--- src/rtl/systolic_pkg.sv ---
// -----------------------------------------------------------------------------
// systolic_pkg
// Shared definitions for the systolic array operand feeder:
//   feeder_state_t  - feeder FSM state encoding (IDLE, CLEAR, FEED, DRAIN)
//   DEF_IN_WIDTH    - default operand element width
//   DEF_OUT_WIDTH   - default accumulator width of the array being fed
//   cnt_width()     - width of the feeder cycle counter for a given SIZE
// -----------------------------------------------------------------------------
package systolic_pkg;

  typedef enum logic [1:0] {
    IDLE  = 2'd0,
    CLEAR = 2'd1,
    FEED  = 2'd2,
    DRAIN = 2'd3
  } feeder_state_t;

  localparam int DEF_IN_WIDTH  = 8;
  localparam int DEF_OUT_WIDTH = 2 * DEF_IN_WIDTH + 8;

  // The counter must hold up to 2*SIZE-2 (last FEED step) without wrapping.
  function automatic int cnt_width(input int size);
    return $clog2(2 * size);
  endfunction

endpackage

--- src/rtl/feeder_skew.sv ---
// -----------------------------------------------------------------------------
// feeder_skew
// Combinational skew selector for one operand lane. Lane IDX is valid for
// feed steps IDX .. IDX+SIZE-1 and then presents element (t - IDX) of its
// row/column vector; outside that window it outputs zero and invalid.
// Ports:
//   i_vec   [SIZE] x IN_WIDTH  latched row (A lanes) or column (B lanes)
//   i_t     CNT_W              feed step this lane value is meant for
//   i_en    1                  high when that step is a FEED step
//   o_data  IN_WIDTH           selected element, zero when not valid
//   o_valid 1                  lane qualifier
// -----------------------------------------------------------------------------
module feeder_skew
  import systolic_pkg::*;
#(
  parameter int SIZE     = 3,
  parameter int IN_WIDTH = DEF_IN_WIDTH,
  parameter int IDX      = 0,
  parameter int CNT_W    = cnt_width(SIZE)
) (
  input  logic [IN_WIDTH-1:0] i_vec [SIZE],
  input  logic [CNT_W-1:0]    i_t,
  input  logic                i_en,
  output logic [IN_WIDTH-1:0] o_data,
  output logic                o_valid
);

  // NOTE: every output of a combinational block gets a default before any
  // conditional assignment; a path that leaves one unassigned infers a latch.
  always_comb begin
    o_data  = '0;
    o_valid = 1'b0;
    // Comparing against each legal step avoids indexing i_vec with a counter
    // that is wider than the element index.
    for (int k = 0; k < SIZE; k++) begin
      if (i_en && (int'(i_t) == IDX + k)) begin
        o_data  = i_vec[k];
        o_valid = 1'b1;
      end
    end
  end

endmodule

--- src/rtl/systolic_feeder.sv ---
// -----------------------------------------------------------------------------
// systolic_feeder
// Latches a SIZE x SIZE operand pair on start and streams it into an
// output-stationary systolic array with the diagonal skew that array needs:
// lane i carries A[i][t-i] / B[t-i][i] during feed step t. A one-cycle
// active-low array_reset precedes each job, and SIZE-1 drain cycles follow
// the feed so the last partial products reach the far corner before done.
//
// Build option: define SYSTOLIC_FEEDER_TRANSPOSE_B_EN when b_mat is supplied
// already transposed; lane i then streams b_mat[i][t-i].
//
// Ports:
//   clk          rising-edge clock
//   reset        asynchronous active-low reset
//   start        job request, honoured only while ready
//   a_mat/b_mat  [SIZE][SIZE] x IN_WIDTH operand matrices, [row][col]
//   ready        idle and able to accept start
//   busy         job in FEED or DRAIN
//   done         one-cycle pulse on the first IDLE cycle after a job
//   array_reset  active-low array clear, low for the CLEAR cycle
//   a_in/b_in    [SIZE] x IN_WIDTH registered, skewed operand lanes
//   valid_a/b    [SIZE] lane qualifiers
// -----------------------------------------------------------------------------
module systolic_feeder
  import systolic_pkg::*;
#(
  parameter int SIZE     = 3,
  parameter int IN_WIDTH = DEF_IN_WIDTH
) (
  input  logic                clk,
  input  logic                reset,
  input  logic                start,
  input  logic [IN_WIDTH-1:0] a_mat [SIZE][SIZE],
  input  logic [IN_WIDTH-1:0] b_mat [SIZE][SIZE],
  output logic                ready,
  output logic                busy,
  output logic                done,
  output logic                array_reset,
  output logic [IN_WIDTH-1:0] a_in  [SIZE],
  output logic [IN_WIDTH-1:0] b_in  [SIZE],
  output logic [SIZE-1:0]     valid_a,
  output logic [SIZE-1:0]     valid_b
);

  localparam int               CNT_W      = cnt_width(SIZE);
  localparam logic [CNT_W-1:0] FEED_LAST  = CNT_W'(2 * SIZE - 2);
  localparam logic [CNT_W-1:0] DRAIN_LAST = CNT_W'((SIZE > 1) ? SIZE - 2 : 0);

  feeder_state_t       r_state;
  feeder_state_t       w_state_next;
  logic [CNT_W-1:0]    r_cnt;
  logic [CNT_W-1:0]    w_cnt_next;
  logic                r_done;
  logic                w_done_next;
  logic                r_array_reset;
  logic                w_accept;
  logic                w_feed_next;

  logic [IN_WIDTH-1:0] r_a_mat [SIZE][SIZE];
  logic [IN_WIDTH-1:0] r_b_mat [SIZE][SIZE];

  logic [IN_WIDTH-1:0] w_a_lane  [SIZE];
  logic [IN_WIDTH-1:0] w_b_lane  [SIZE];
  logic [SIZE-1:0]     w_valid_a;
  logic [SIZE-1:0]     w_valid_b;
  logic [IN_WIDTH-1:0] r_a_in    [SIZE];
  logic [IN_WIDTH-1:0] r_b_in    [SIZE];
  logic [SIZE-1:0]     r_valid_a;
  logic [SIZE-1:0]     r_valid_b;

  assign w_accept    = (r_state == IDLE) && start;
  assign w_feed_next = (w_state_next == FEED);

  // ---------------------------------------------------------------------------
  // FSM: state register and next-state / counter logic
  // ---------------------------------------------------------------------------
  // NOTE: sequential state uses non-blocking assignments so every register
  // samples the pre-edge values regardless of statement order.
  always_ff @(posedge clk or negedge reset) begin
    if (!reset) begin
      r_state <= IDLE;
      r_cnt   <= '0;
    end else begin
      r_state <= w_state_next;
      r_cnt   <= w_cnt_next;
    end
  end

  always_comb begin
    w_state_next = r_state;
    w_cnt_next   = '0;
    w_done_next  = 1'b0;
    unique case (r_state)
      IDLE:  if (start) w_state_next = CLEAR;
      CLEAR: w_state_next = FEED;
      FEED: begin
        if (r_cnt == FEED_LAST) begin
          if (SIZE > 1) begin
            w_state_next = DRAIN;
          end else begin
            w_state_next = IDLE;
            w_done_next  = 1'b1;
          end
        end
      end
      DRAIN: begin
        if (r_cnt == DRAIN_LAST) begin
          w_state_next = IDLE;
          w_done_next  = 1'b1;
        end
      end
      default: w_state_next = IDLE;
    endcase
    // The counter restarts on every state entry and only advances while
    // stepping through FEED or DRAIN.
    if ((w_state_next == r_state) && ((r_state == FEED) || (r_state == DRAIN))) begin
      w_cnt_next = r_cnt + 1'b1;
    end
  end

  // ---------------------------------------------------------------------------
  // Operand capture: inputs are sampled only on acceptance
  // ---------------------------------------------------------------------------
  // NOTE: the operand store is reset on purpose so that an aborted job leaves
  // no stale data behind; plain storage arrays usually need no reset.
  always_ff @(posedge clk or negedge reset) begin
    if (!reset) begin
      r_a_mat <= '{default: '0};
      r_b_mat <= '{default: '0};
    end else if (w_accept) begin
      r_a_mat <= a_mat;
      r_b_mat <= b_mat;
    end
  end

  // ---------------------------------------------------------------------------
  // Lane skew. Selection uses the next state/counter so the registered lanes
  // line up with the FSM step that is current when they are visible.
  // ---------------------------------------------------------------------------
  for (genvar gi = 0; gi < SIZE; gi++) begin : g_lane
    logic [IN_WIDTH-1:0] w_a_row [SIZE];
    logic [IN_WIDTH-1:0] w_b_col [SIZE];

    always_comb begin
      for (int k = 0; k < SIZE; k++) begin
        w_a_row[k] = r_a_mat[gi][k];
`ifdef SYSTOLIC_FEEDER_TRANSPOSE_B_EN
        w_b_col[k] = r_b_mat[gi][k];
`else
        w_b_col[k] = r_b_mat[k][gi];
`endif
      end
    end

    feeder_skew #(
      .SIZE     (SIZE),
      .IN_WIDTH (IN_WIDTH),
      .IDX      (gi),
      .CNT_W    (CNT_W)
    ) u_skew_a (
      .i_vec   (w_a_row),
      .i_t     (w_cnt_next),
      .i_en    (w_feed_next),
      .o_data  (w_a_lane[gi]),
      .o_valid (w_valid_a[gi])
    );

    feeder_skew #(
      .SIZE     (SIZE),
      .IN_WIDTH (IN_WIDTH),
      .IDX      (gi),
      .CNT_W    (CNT_W)
    ) u_skew_b (
      .i_vec   (w_b_col),
      .i_t     (w_cnt_next),
      .i_en    (w_feed_next),
      .o_data  (w_b_lane[gi]),
      .o_valid (w_valid_b[gi])
    );
  end

  // ---------------------------------------------------------------------------
  // Registered outputs to the array
  // ---------------------------------------------------------------------------
  always_ff @(posedge clk or negedge reset) begin
    if (!reset) begin
      r_a_in        <= '{default: '0};
      r_b_in        <= '{default: '0};
      r_valid_a     <= '0;
      r_valid_b     <= '0;
      r_done        <= 1'b0;
      r_array_reset <= 1'b0;  // array held in clear while the feeder is
    end else begin
      r_a_in        <= w_a_lane;
      r_b_in        <= w_b_lane;
      r_valid_a     <= w_valid_a;
      r_valid_b     <= w_valid_b;
      r_done        <= w_done_next;
      r_array_reset <= (w_state_next != CLEAR);
    end
  end

  assign ready       = (r_state == IDLE);
  assign busy        = (r_state == FEED) || (r_state == DRAIN);
  assign done        = r_done;
  assign array_reset = r_array_reset;
  assign a_in        = r_a_in;
  assign b_in        = r_b_in;
  assign valid_a     = r_valid_a;
  assign valid_b     = r_valid_b;

endmodule

--- config.mk ---
export PLATFORM = sky130hd
export DESIGN_NAME = systolic_feeder
export DESIGN_NICKNAME = d
export VERILOG_FILES = /design/src/rtl/systolic_pkg.sv /design/src/rtl/feeder_skew.sv /design/src/rtl/systolic_feeder.sv
export SDC_FILE = /design/constraint.sdc
export NUM_CORES = 1
export LEC_CHECK = 0
export CAP_MARGIN = 10
export CORE_ASPECT_RATIO = 0.5
export CORE_MARGIN = 5
export CORE_UTILIZATION = 47
export CTS_BUF_LIST = sky130_fd_sc_hd__clkbuf_2 sky130_fd_sc_hd__clkbuf_4 sky130_fd_sc_hd__clkbuf_8
export DETAILED_ROUTE_END_ITERATION = 10
export PLACE_DENSITY = 0.84
export SETUP_SLACK_MARGIN = 0.3
export SYNTH_ARGS = -nofsm -noshare
export SYNTH_HDL_FRONTEND = slang
export SYNTH_SLANG_ARGS = --single-unit
--- constraint.sdc ---
create_clock -name clk -period 4.2 [get_ports clk]
set_input_delay 1.26 -clock clk [delete_from_list [all_inputs] [get_ports clk]]
set_output_delay 1.26 -clock clk [all_outputs]
set_load 0.005 [all_outputs]
# [Word level (Yosys, flattened, before mapping)]
# Cells that the tools add are included.
[classes] addsub=1 reduce_logical=10 eq_ne=12 n_mux=34
[ops] op="$mux 8" count=18
[ops] op="$eq 3x3->1 const B" count=4
[ops] op="$mux 1" count=11
[ops] op="$pmux 2 s4" count=1
[ops] op="$logic_and 1x1->1" count=7
[ops] op="$eq 2x2->1 const B" count=3
[ops] op="$mux 2" count=3
[ops] op="$add 3x1->3 const B" count=1
[ops] op="$eq 3x1->1 const B" count=1
[ops] op="$eq 3x2->1 const B" count=1
[ops] op="$logic_not 3->1" count=1
[ops] op="$mux 3" count=1
[ops] op="$eq 2x1->1 const B" count=1
[ops] op="$eq 2x2->1" count=1
[ops] op="$logic_not 2->1" count=1
[ops] op="$ne 2x1->1 const B" count=1
[ops] op="$logic_or 1x1->1" count=1
[totals] inputBits=147 regBits=202 out_inout_bits=58 word_cells=86

# [Longest topological paths before layout]
[logic_depth] word_depth=11 depth_mapped=12 ltp_nobuf=8

# [Cells and area by module]
# Synthesis repeated with hierarchy kept, for this count alone.
[unflattened] cells_unflattened=566 hier_area_um2=8672.1
[by_module_without_submodules] module="systolic_feeder" instances=1 cells_each=394 seq_area_each_um2=5129.9 area_each_um2=7235.7
[by_module_without_submodules] module="feeder_skew (g_lane[0].u_skew_a ...)" instances=2 cells_each=31 seq_area_each_um2=0.0 area_each_um2=247.7
[by_module_without_submodules] module="feeder_skew (g_lane[1].u_skew_a ...)" instances=2 cells_each=32 seq_area_each_um2=0.0 area_each_um2=244.0
[by_module_without_submodules] module="feeder_skew (g_lane[2].u_skew_a ...)" instances=2 cells_each=23 seq_area_each_um2=0.0 area_each_um2=226.5

# [Least setup slack after synthesis]
# Ideal clock, no wire load.
[synth_timing] kind="reg2reg" from="reg r_cnt[0]" to="reg r_a_in, in the netlist a_in[20]" required_ns=4.074 setup_slack_ns=1.736 path_buffers=4 t_arrival_ns=2.338 period_less_slack_ns=2.464 setup_ns=0.126 stages_incl_launch_ff=13 cell_sequence="dfrtp_1 clkbuf_1 clkbuf_1 inv_1 ha_1 nand2_1 o21ai_1 or3_1 buf_6 clkinv_8 nor2_4 buf_6 a221o_1"
[synth_via] elab_chain_len=11 elab_cells_between_ends=19 classes_between="add/sub (1); eq/ne (6); mux (7); reduce/logical (5)"
[synth_rtl] element="from (decl)" line_no="systolic_feeder.sv:51" source="logic [CNT_W-1:0] r_cnt;"
[synth_rtl] element="from (signal assigned)" line_no="systolic_feeder.sv:85" source="r_cnt <= w_cnt_next;"
[synth_rtl] element="$eq 3x1->1 / $eq 3x3->1 (equally long branches)" line_no="systolic_feeder.sv:107, systolic_feeder.sv:97"
[synth_rtl] element="$mux 2, on equally long branches" line_no="systolic_feeder.sv:107, systolic_feeder.sv:97"
[synth_rtl] element="$pmux 2 s4" line_no="systolic_feeder.sv:93" source="unique case (r_state)"
[synth_rtl] element="$eq 2x2->1" line_no="systolic_feeder.sv:116" source="if ((w_state_next == r_state) && ((r_state == FEED) || (r_state == DRAIN))) begin"
[synth_rtl] element="$logic_and 1x1->1" line_no="systolic_feeder.sv:116"
[synth_rtl] element="$mux 3" line_no="systolic_feeder.sv:116"
[synth_rtl] element="$logic_not 3->1" line_no="feeder_skew.sv:36" source="if (i_en && (int'(i_t) == IDX + k)) begin"
[synth_rtl] element="$logic_and 1x1->1" line_no="feeder_skew.sv:36"
[synth_rtl] element="$mux 8 (2 in series)" line_no="feeder_skew.sv:36"
[synth_rtl] element="$mux 8 (*)" line_no="feeder_skew.sv:36"
[synth_rtl] element="named net g_lane[0].u_skew_a.o_data[4]" line_no="feeder_skew.sv:24" source="output logic [IN_WIDTH-1:0] o_data,"
[synth_rtl] element="to (signal assigned)" line_no="systolic_feeder.sv:194" source="r_a_in <= w_a_lane;"
[synth_rtl] element="to (decl)" line_no="systolic_feeder.sv:66" source="logic [IN_WIDTH-1:0] r_a_in [SIZE];"
# Mark *: on every way through the listed nets, which the timed path passes. The rest lies on a longest branch.
# A chain may end at the register's enable or synchronous reset.

# [Worst setup path in the final report]
[layout_timing] from="reg r_state[0]" to="out ready"
[layout_via] elab_chain_len=1
[layout_rtl] element="from (decl)" line_no="systolic_feeder.sv:49" source="feeder_state_t r_state;"
[layout_rtl] element="from (signal assigned)" line_no="systolic_feeder.sv:84" source="r_state <= w_state_next;"
[layout_rtl] element="$logic_not 2->1" line_no="systolic_feeder.sv:203" source="assign ready = (r_state == IDLE);"
[layout_rtl] element="to (decl)" line_no="systolic_feeder.sv:35" source="output logic ready,"
# No other way between the ends.

==> impl_metrics.yaml <==
yosys:
  ys_ff_latch: 202
  syn_nets: 977
  ys_top_cells_by_area: "dfrtp_1 63%, nand2_1 20%, o2bb2ai_1 3.6%, a221o_1 2.0%, mux2i_1 2.0%"
  synth_warnings: 0
  synthCells: 827
  syn_area_per_cell_um2: 9.728
  synth_area_leader_cell: "dfrtp_1"
  yosys.area.top_type_share_pct: 62.83
  synth-seq-area-share_pct: 62.83
  yosysUniqueCellTypes: 31
  synthesis.area_um2: 8045
sta:
  setup_viol: 0
  slew_violations: 0
  rsz0062_at_grt: "no"
  period_share_pct: 74.00
  maxSlewHeadroom_pct: 38.29
  max_freq_mhz: 321.8
  timing.final.ws_setup_ns: 1.092
  final.setup.tns_ns: 0
  period_minus_slack_ns: 3.108
  hold_viol_final: 0
  finalClockSkew_ns: 0.01606
  tightest_slew_ns: 0.9252
placement:
  place.gp.congestion: 0.7949
  dp_cells: 1214
  placed_area_um2: 10200
  dp_hpwl_um: 14330
  portBuffers: 204
  preCtsSetupSlack_ns: 1.160
drt:
  post-route-drc-count: 0
  antenna_left: 0
  drt_first_pass_iters: 5
  wl_per_cell_um: 16.61
  vias: 6343
  drtIter0Drc: 333
  routed_wl_um: 20970
  via_per_inst: 5.026
worst_setup_path:
  path_max_fanout: 9
  cp-startpoint: "r_state[0]$_DFF_PN0_"
  r2r_slack_ns: 1.51
  r2r_cells: 8
  cp.required_ns: 2.94
  worstSetupEndpointType: "output pin"
  worstReg2RegEnd: "a_in[19]$_DFF_PN0_"
  worstSetupStartpointType: "register"
  crit_end: "ready"
  worstSetupPathType: "reg -> out"
  cp_data_arrival_time_ns: 1.85
  r2r_start: "r_cnt[0]$_DFF_PN0_"
layout:
  nets: 1168
  antennaDiodeCount: 0
  final-instance-count-excl-fill: 1262
  final_area_um2: 10790
  syn_to_final_growth_pct: 34.14
  layout-drive-gt1-share_pct: 6.184
  layout_common_cells: "439 x nand2_1, 203 x clkdlybuf4s50_1, 202 x dfrtp_1"
  final_common_cell: "nand2_1"
grt:
  track_usage_pct: 21.05
  grt_max_degree: 90
  grt_busiest_layer: "met2"
  antenna_found_initial: 0
  met3_usage_pct: 3.395
  grt_pass1_wl_um: 34130
  grtUsageMet2_pct: 36.99
  grt-ovfl-total: 0
  grt_pass1_vias: 6819
  grtUsageMet1_pct: 27.71
clock_tree:
  postCtsSetupBuffers: 0
  holdBufCountCts: 0
  clock-root-buffer: "clkbuf_8"
  ctsResizeCount: 0
  clock-sinks: 202
  clkTransAtPathRegs_ns: 0.06
  cts_tree: "built"
  cts_buffers: 29
  clock_latency_ns: 0.54
  cts-htree-levels: 1
  clock_path_buffers: 3
die:
  io_pins: 205
  die_h_um: 102.5
  die_area_um2: 19990
  row_count: 33
  chipWidth_um: 195.0
  core_area_um2: 16600
  initial_utilization_pct: 48.47
power:
  leakage_nw: 5.364
  power_density_nw_per_um2: 688.1
  finalPower_mw: 7.426
  ir_drop_v: 0.0003754
hold_path:
  min_from: "g_lane[0].w_b_col[1]$_DFFE_PN0P_"
  min_path_cells: 2
  worst_hold_path_type: "reg -> reg"
status:
  status: "complete, no violations"
job:
  drv_cap: 0
cells by family after synthesis:
| logic type | synth area share, % |
|---|---|
| compound gates | 7.683 |
| fa+ha+maj | 0.4666 |
| buf+inv | 3.919 |
| flops | 62.83 |
| mux | 1.991 |
| simple gates | 23.11 |
metrics by stage:
| step | utilization (%) | hold slack (ns) |
|---|---|---|
| after global placement | 61.44 | 0.4503 |
| after detailed placement | 61.44 | 0.4543 |
| after floorplan | - | 0.4374 |
| after CTS | 65.02 | 0.4693 |
| after global routing | 65.02 | 0.4817 |
| final | 65.02 | 0.4681 |
sequential cells by signal, summed over array words and instances, names as in the netlist:
name and count:
array_reset 1, done 1, g_lane.w_a_row 72, r_cnt 3, r_state 2, valid_b 3
a_in 24, b_in 24, g_lane.w_b_col 72
where the power goes:
part	internal, mW	total (mW)	switching (mW)
combinational	1.15	2.63	1.47
sequential	2.78	3.21	0.434
clock	0.871	1.58	0.714
total	4.80	7.43	2.62
Yosys cell counts:
| master | count |
|---|---|
| ha_1 | 3 |
| nor2_1 | 7 |
| o22ai_1 | 1 |
| and3_1 | 17 |
| clkinv_8 | 1 |
| nand3b_1 | 1 |
| o21ai_1 | 1 |
| or2b_1 | 1 |
| o2bb2ai_1 | 33 |
| buf_6 | 5 |
| mux2i_1 | 16 |
| nand2b_1 | 1 |
| buf_1 | 5 |
| or2_1 | 1 |
| nor2b_1 | 1 |
| and2_1 | 2 |
| or3_1 | 1 |
| a21boi_0 | 1 |
| buf_2 | 23 |
| inv_1 | 4 |
| nor2_4 | 1 |
| buf_4 | 4 |
| o21bai_1 | 1 |
| a221o_1 | 16 |
| clkbuf_1 | 17 |
| dfrtp_1 | 202 |
| nor4b_1 | 1 |
| nand2_1 | 439 |
| a22oi_1 | 17 |
| and2_0 | 1 |
| o21ai_0 | 3 |
how the worst min path moves through the flow:
stage / slack (ns) / endpoint
floorplan: 0.44 / g_lane[0].w_a_row[0]$_DFFE_PN0P_
global placement: 0.45 / g_lane[0].w_b_col[0]$_DFFE_PN0P_
detailed placement: 0.45 / g_lane[0].w_a_row[6]$_DFFE_PN0P_
CTS: 0.47 / g_lane[0].w_a_row[6]$_DFFE_PN0P_
global route: 0.48 / g_lane[0].w_a_row[4]$_DFFE_PN0P_
finish: 0.47 / g_lane[0].w_b_col[1]$_DFFE_PN0P_
critical path, cell delays in order (launching register included):
cell and delay [ns]:
dfrtp_1 0.47, nor2_1 0.28, clkdlybuf4s50_1 0.57
area by class of cell:
cell class                      instances  area, um^2
Clock buffer                           46       583.1
Tap cell                              227       284.0
Sequential cell                       202        5055
Multi-Input combinational cell        566        2680
Timing Repair Buffer                  214        2146
Inverter                                5       33.78
Fill cell                            1317        5807
Clock inverter                          2       10.01
metal layers:
metal  share of wire (%)  up-vias
met5                   0        -
li1                    -     3038
met3                 4.4       39
met2                  51      159
met4                 2.5        0
met1                  42     3107
No activity file was read; power rests on OpenSTA's default activity.
